### config.mk
export PLATFORM = sky130hd
export DESIGN_NAME = instr_encoder
export DESIGN_NICKNAME = d
export VERILOG_FILES = /design/src/rtl/riscv_pkg.sv /design/src/rtl/instr_format_enc.sv /design/src/rtl/instr_encoder.sv
export SDC_FILE = /design/constraint.sdc
export NUM_CORES = 1
export LEC_CHECK = 0
export ABC_AREA = 1
export BUFFER_PORTS_ARGS = -buffer_cell sky130_fd_sc_hd__buf_2
export CAP_MARGIN = 0
export CORE_UTILIZATION = 25
export CTS_BUF_LIST = sky130_fd_sc_hd__clkbuf_16
export DETAILED_ROUTE_END_ITERATION = 6
export REMOVE_ABC_BUFFERS = 1
export SLEW_MARGIN = 20
export SYNTH_ARGS = -nofsm -noshare
export SYNTH_HDL_FRONTEND = slang
export SYNTH_SLANG_ARGS = --single-unit
### constraint.sdc
create_clock -name clk -period 1.31 [get_ports clk]
set_input_delay 0.1965 -clock clk [delete_from_list [all_inputs] [get_ports clk]]
set_output_delay 0.1965 -clock clk [all_outputs]
set_load 0.005 [all_outputs]
### src/rtl/riscv_pkg.sv
// Shared RV32I definitions: opcode constants used by the encoder and Main_controller,
// the 3-bit instruction class encoding and an immediate range helper.
package riscv_pkg;

    localparam logic [6:0] R_T  = 7'b0110011;
    localparam logic [6:0] I_T  = 7'b0010011;
    localparam logic [6:0] S_T  = 7'b0100011;
    localparam logic [6:0] B_T  = 7'b1100011;
    localparam logic [6:0] U_T  = 7'b0110111;
    localparam logic [6:0] J_T  = 7'b1101111;
    localparam logic [6:0] LW   = 7'b0000011;
    localparam logic [6:0] JALR = 7'b1100111;

    typedef enum logic [2:0] {
        CLS_R    = 3'd0,
        CLS_I    = 3'd1,
        CLS_S    = 3'd2,
        CLS_B    = 3'd3,
        CLS_U    = 3'd4,
        CLS_J    = 3'd5,
        CLS_LW   = 3'd6,
        CLS_JALR = 3'd7
    } instr_class_t;

    // True when value is representable as a two's-complement number of the given width.
    function automatic logic fitsSigned(input logic [31:0] value, input int unsigned width);
        logic [31:0] upper;
        upper = $signed(value) >>> (width - 1);
        return (upper == 32'h0) || (upper == 32'hFFFF_FFFF);
    endfunction

endpackage

### src/rtl/instr_format_enc.sv
// Combinational RV32I word builder: scatters fields and immediate per class and
// flags whether the immediate fits the target format.
module instr_format_enc
    import riscv_pkg::*;
(
    input  instr_class_t cls_i,
    input  logic [4:0]   rd_i,
    input  logic [4:0]   rs1_i,
    input  logic [4:0]   rs2_i,
    input  logic [2:0]   funct3_i,
    input  logic [6:0]   funct7_i,
    input  logic [31:0]  imm_i,
    output logic [31:0]  word_o,
    output logic         imm_ok_o
);

    always_comb begin
        word_o   = 32'h0;
        imm_ok_o = 1'b1;
        case (cls_i)
            CLS_R: begin
                word_o = {funct7_i, rs2_i, rs1_i, funct3_i, rd_i, R_T};
            end
            CLS_I: begin
                // Shift immediates take their upper bits from funct7 (slli/srli/srai).
                if (funct3_i == 3'b001 || funct3_i == 3'b101) begin
                    word_o = {funct7_i, imm_i[4:0], rs1_i, funct3_i, rd_i, I_T};
                end else begin
                    word_o = {imm_i[11:0], rs1_i, funct3_i, rd_i, I_T};
                end
                imm_ok_o = fitsSigned(imm_i, 12);
            end
            CLS_S: begin
                word_o   = {imm_i[11:5], rs2_i, rs1_i, funct3_i, imm_i[4:0], S_T};
                imm_ok_o = fitsSigned(imm_i, 12);
            end
            CLS_B: begin
                word_o   = {imm_i[12], imm_i[10:5], rs2_i, rs1_i, funct3_i,
                            imm_i[4:1], imm_i[11], B_T};
                imm_ok_o = fitsSigned(imm_i, 13) && !imm_i[0];
            end
            CLS_U: begin
                word_o   = {imm_i[31:12], rd_i, U_T};
                imm_ok_o = (imm_i[11:0] == 12'h0);
            end
            CLS_J: begin
                word_o   = {imm_i[20], imm_i[10:1], imm_i[11], imm_i[19:12], rd_i, J_T};
                imm_ok_o = fitsSigned(imm_i, 21) && !imm_i[0];
            end
            CLS_LW: begin
                word_o   = {imm_i[11:0], rs1_i, 3'b010, rd_i, LW};
                imm_ok_o = fitsSigned(imm_i, 12);
            end
            CLS_JALR: begin
                word_o   = {imm_i[11:0], rs1_i, 3'b000, rd_i, JALR};
                imm_ok_o = fitsSigned(imm_i, 12);
            end
            default: begin
                word_o   = 32'h0;
                imm_ok_o = 1'b1;
            end
        endcase
    end

endmodule

### src/rtl/instr_encoder.sv
// Program loader: encodes one instruction per cycle and writes it to instruction memory.
// Define ENCODER_IMM_CHECK_EN to reject out-of-range immediates and raise the sticky error.
module instr_encoder
    import riscv_pkg::*;
#(
    parameter int          DEPTH     = 256,
    parameter logic [31:0] BASE_ADDR = 32'h0,
    localparam int         CW        = $clog2(DEPTH + 1)
) (
    input  logic          clk,
    input  logic          rst,
    input  logic          start,
    input  logic          in_valid,
    output logic          in_ready,
    input  logic          in_last,
    input  logic [2:0]    in_class,
    input  logic [4:0]    in_rd,
    input  logic [4:0]    in_rs1,
    input  logic [4:0]    in_rs2,
    input  logic [2:0]    in_funct3,
    input  logic [6:0]    in_funct7,
    input  logic [31:0]   in_imm,
    output logic          mem_we,
    output logic [31:0]   mem_addr,
    output logic [31:0]   mem_wdata,
    output logic [CW-1:0] count,
    output logic          done,
    output logic          error
);

    typedef enum logic {
        ST_LOAD,
        ST_DONE
    } enc_state_t;

    enc_state_t    state_q;
    logic [CW-1:0] count_q;
    logic          memWe_q;
    logic [31:0]   memAddr_q;
    logic [31:0]   memWdata_q;
    logic          done_q;
    logic          error_q;

    logic [31:0]   encWord;
    logic          immOk;
    logic          accept;
    logic          legal;
    logic          fills;
    logic [31:0]   memAddr_d;

    instr_format_enc u_format (
        .cls_i    (instr_class_t'(in_class)),
        .rd_i     (in_rd),
        .rs1_i    (in_rs1),
        .rs2_i    (in_rs2),
        .funct3_i (in_funct3),
        .funct7_i (in_funct7),
        .imm_i    (in_imm),
        .word_o   (encWord),
        .imm_ok_o (immOk)
    );

`ifdef ENCODER_IMM_CHECK_EN
    assign legal = immOk;
`else
    logic unusedImmOk;
    assign unusedImmOk = immOk;
    assign legal       = 1'b1;
`endif

    assign in_ready  = (state_q == ST_LOAD) && !start;
    assign accept    = in_valid && in_ready;
    assign fills     = (count_q == CW'(DEPTH - 1));
    assign memAddr_d = BASE_ADDR + (32'(count_q) << 2);

    // Leaving LOAD on the accept edge keeps in_ready low before a DEPTH+1th word can slip in.
    always_ff @(posedge clk) begin
        if (rst) begin
            state_q    <= ST_LOAD;
            count_q    <= '0;
            memWe_q    <= 1'b0;
            memAddr_q  <= BASE_ADDR;
            memWdata_q <= 32'h0;
            done_q     <= 1'b0;
            error_q    <= 1'b0;
        end else begin
            memWe_q <= 1'b0;
            if (start) begin
                state_q <= ST_LOAD;
                count_q <= '0;
                done_q  <= 1'b0;
                error_q <= 1'b0;
            end else if (accept) begin
                if (legal) begin
                    memWe_q    <= 1'b1;
                    memAddr_q  <= memAddr_d;
                    memWdata_q <= encWord;
                    count_q    <= count_q + CW'(1);
                end else begin
                    error_q <= 1'b1;
                end
                if (in_last || (legal && fills)) begin
                    state_q <= ST_DONE;
                    done_q  <= 1'b1;
                end
            end
        end
    end

    assign mem_we    = memWe_q;
    assign mem_addr  = memAddr_q;
    assign mem_wdata = memWdata_q;
    assign count     = count_q;
    assign done      = done_q;
    assign error     = error_q;

endmodule

## Yosys cells after proc, flatten, opt, wreduce, memory -nomap -nowiden

Index checks and enable logic that the tools add are counted.
W data, S select, Z words.

- Flip-flop bits (word level): 52
- Output and inout port bits: 77
- Word-level logic and storage cells: 30

- $add $sub $neg: 1
- Equality and inequality tests: 10
- Muxes and demuxes: 3
- Bitwise logic cells: 2
- Reduce and logical (&&, ||, !) cells: 9

Operators by type and width:

| kind | count |
|---|---|
| $pmux W32 S8 | 1 |
| $mux W32 | 1 |
| $eq A3 B3 Y1 const B | 5 |
| $add A9 B1 Y9 const B | 1 |
| $eq A9 B8 Y1 const B | 1 |
| $eq A3 B1 Y1 const B | 2 |
| $eq A3 B2 Y1 const B | 2 |
| $reduce_and A2 Y1 | 2 |
| $logic_not A3 Y1 | 1 |
| $logic_and A1 B1 Y1 | 2 |
| $logic_or A1 B1 Y1 | 2 |
| $not A1 Y1 | 2 |
| $reduce_or A2 Y1 | 1 |
| $logic_not A1 Y1 | 1 |
| $mux W1 | 1 |

## Longest topological paths before layout

- Depth in word-level cells: 4
- Mapped depth: 9
- Depth with buffers taken out: 9

## By module

Synthesis repeated with hierarchy kept, for this count alone.

- Cells, all modules: 473
- Area, all modules: 3,084.2 um^2

Modules (own cells, without submodules):

| module | instances | cells each | area each (um^2) | sequential area each (um^2) |
|---|---|---|---|---|
| instr_encoder | 1 | 269 | 2,105.8 | 1,041.0 |
| instr_format_enc | 1 | 204 | 978.4 | 0.0 |

## Least setup slack after synthesis

OpenSTA, ideal clock, no wires.

- Path type: register to register
- Start: register count_q[0], in the netlist count[0]
- End: register count_q[8], in the netlist count[8]
- Library setup time: 70 ps
- Arrival: 1,221 ps
- Path slack: 19 ps
- Cell stages (with the launch flop): 6
- Buffers on the path: 0
- Period minus slack after synthesis: 1,291 ps
- Cell sequence: dfxtp_1 -> ha_1 -> nand3_1 -> nor4_1 -> ha_1 -> a21oi_1

- Cells in the longest elaborated chain, start to end: 1

Ends and longest elaborated chain:

| element | RTL line | text |
|---|---|---|
| start: declaration | instr_encoder.sv:37 | `logic [CW-1:0] count_q;` |
| start signal: assignment | instr_encoder.sv:98 | `count_q <= count_q + CW'(1);` |
| $add A9 B1 Y9 | instr_encoder.sv:98 |  |

No other way between the ends.
A chain may end at the register's enable or synchronous reset.

## Worst setup path after layout

Ends and elaborated chain as after synthesis.

==> impl_metrics.ini <==
[status]
status = finished clean

[placed_design]
dp.final_hpwl_um = 5730
dp.cells = 613
io_buffers = 117
gp_congestion = 0.829

[synthesis]
synthMuxAreaShare = 0
synth_compound_area_frac = 0.210
synth_area_mm2 = 0.00252
syn_inst = 360
synthXorXnorAreaFrac = 0.00347
yosys-top-cells-area = dfxtp_1 40%, nand2_1 10%, o21ai_0 8.3%, buf_4 7.7%, nor2_1 7.3%
synth_top_cell_area_share = 0.405
yosysSeqAreaShare = 0.405
avgSynthCellArea_um2 = 7.01
synthSimpleGateAreaFrac = 0.226
yosysTopAreaCell = dfxtp_1
synthAdderAreaFrac = 0.00992
ys_ff_latch = 51
yosys_warnings = 0
synth_cell_types = 25
synth_top_family_by_area = simple AND/OR/NAND/NOR gates

[sta]
fmax_mhz = 798
layout_worst_path_cycle_share = 0.957
period_needed_ps = 1250
fin_skew_ps = 4.41
finalSetupViolCount = 0
final_hold_viol_count = 0
timing.hold.ws_ps = 158
slew_violations = 0
grt_setup_unrepaired = yes

[clocking]
ctsHtreeMaxLevel = 2
cts_root_buffer = clkbuf_16
cts-buffers-inserted = 5
clk_latency_ps = 290
cts_buffer_depth = 2
post_cts_buffers = 0
clk_pin_slew_worst_paths_ps = 70
cts_sinks = 51
cts_tree = built

[route]
firstDrtPassIters = 4
avgViaCountPerCell = 4.40
ant_nets = 0
drc = 0
drt_wl_total_um = 7540
dr_total_vias = 2730
detail_route.wl_per_cell_um = 12.1
drt-initial-drc-count = 78

[global_route]
grt.overflow.total = 0
grtUsageTotal = 0.144
grt_pass1_wl_um = 11700
grt_pass1_vias = 2392
antenna_found_initial = 1
grt_start_max_net_pins = 27

[worst_setup_path]
startpoint_type = flip-flop
slowest_stage = dfxtp_2
r2r_end = count[8]$_SDFFE_PP0P_
max_stage_delay_ps = 350
critPathCaptureType = flip-flop
critPathKind = reg2reg
path_cells = ha_4, nand3_4, nor4_4, ha_2, a21oi_1
cp.required_ps = 1530
ff2ff_setup_slack_ps = 60
critical_path_arrival_ps = 1480
r2r_cells = 5
r2r_start = count[0]$_SDFFE_PP0P_
cp_max_fo = 3

[layout]
layoutNonFillerInstCount = 621
fillerInstances = 1049
area_growth_pct = 40.1
layout-drive-gt1-share = 0.346
utilization = 0.362
antenna_cells = 0
nNetsFinal = 554

[hold_path]
min_path_cells = 3
min_to = mem_wdata[10]$_SDFFE_PP0P_
min_from = in_rd[3]
hp-class = in2reg

[floorplanning]
io_pins = 142
fp-row-count = 36
dieArea_mm2 = 0.0105
coreArea_mm2 = 0.00977
die_w_um = 102
die_h_um = 102
initial_utilization = 0.258

[power_and_ir_drop]
p_leak_uw = 0.00174
vdd_drop_max_mv = 0.547
p_per_area_mw_per_mm2 = 1000

[job]
max_cap_violations = 0
## metrics by stage
step	setup slack, ps	total power [uW]	TNS (ps)	cell area [um^2]
floorplan	-373	1970	-11360	2340
global placement	68.2	2320	0	3320
detailed placement	20.6	2330	0	3320
CTS	8.01	3590	0	3450
global route	-22.1	3750	-36.7	3540
finish	56.1	3550	0	3540
## synthesized netlist by cell type
master / n
nor4_1: 1
nand2_1: 67
nand4_1: 3
o21ai_0: 42
buf_4: 26
a31oi_1: 16
nand3_1: 7
nor2_2: 4
conb_1: 1
a211oi_1: 2
dfxtp_1: 51
nor3_1: 5
nand2_2: 2
xor2_1: 1
inv_2: 5
a41oi_1: 5
nor2_1: 49
clkbuf_2: 1
o21ai_1: 6
inv_1: 21
buf_2: 7
a21oi_1: 26
nor2_4: 1
clkbuf_1: 9
ha_1: 2
## routing by layer
metal,track usage,vias up,part of all wire
li1,-,1404,-
met1,0.184,1222,0.45
met2,0.240,94,0.47
met3,0.0301,8,0.068
met4,0.0473,2,0.013
met5,0,-,0.0015
## cell families (layout without fill, tap and decap cells)
| logic type | count (synthesis) | in the layout |
|---|---|---|
| buffers and inverters | 69 | 174 |
| other | 1 | 24 |
| AND/OR/NAND/NOR | 139 | 139 |
| AO/OA/AOI/OAI | 97 | 97 |
| flip-flops | 51 | 51 |
| XOR/XNOR | 1 | 1 |
| adder cells (fa/ha/maj) | 2 | 2 |
## sequential cells by signal, indices dropped and copies added, names as in the netlist
register and count:
count 9, mem_we 1, mem_addr 9, done 1, mem_wdata 31
## power breakdown
part | switching [uW] | internal, uW
Combinational | 342 | 277
Clock | 566 | 690
Sequential | 39.5 | 1640
Total | 947 | 2610
## placed cells by master, fill, tap and decap left out
cell / instances
a41oi_1: 5
nor2_2: 2
o21ai_1: 6
ha_2: 1
dfxtp_2: 3
nand3_2: 1
inv_4: 1
nand4_1: 3
nand3_1: 5
nand3_4: 1
clkbuf_16: 5
nor3_2: 1
clkinv_1: 2
nand2_2: 2
a21oi_1: 26
dfxtp_1: 48
nand2_1: 66
nor2_1: 48
buf_12: 4
a31oi_1: 16
a211oi_1: 2
nor4_4: 1
nand2_4: 1
nor2_4: 4
inv_2: 5
nor3_1: 4
conb_1: 24
ha_4: 1
buf_4: 19
xor2_1: 1
o21ai_0: 42
inv_1: 21
buf_2: 117
## cell type report
class | count | area [um^2] | area share
flip-flops and latches | 51 | 1020 | 0.290
clock buffers | 5 | 125 | 0.0354
clock inverters | 3 | 11.3 | 0.00318
multi-input cells | 263 | 1300 | 0.368
inverters | 26 | 100 | 0.0283
well taps | 133 | 166 | 0.0471
repair buffers | 140 | 808 | 0.229
## worst max-delay path, delay by kind of cell (launching register included)
family | cells | cell delay [ps]
fa+ha+maj | 2 | 460
flops | 1 | 350
compound gates | 1 | 110
simple gates | 2 | 260
## worst max path at each step
stage	start	to	cells past startpoint
after floorplan	done$_SDFFE_PP0P_	mem_wdata[31]$_SDFFE_PP0P_	7
after global placement	count[0]$_SDFFE_PP0P_	done$_SDFFE_PP0P_	6
after detailed placement	count[1]$_SDFFE_PP0P_	done$_SDFFE_PP0P_	6
after CTS	count[1]$_SDFFE_PP0P_	done$_SDFFE_PP0P_	6
after global routing	count[0]$_SDFFE_PP0P_	done$_SDFFE_PP0P_	6
final	count[0]$_SDFFE_PP0P_	count[8]$_SDFFE_PP0P_	5
## what timing repair did
action,4_1_cts,5_1_grt
hold buffers,0,0
resized for setup,0,20
endpoints found under the setup margin,0,17
Note: power is estimated with default switching activity, not from simulation.
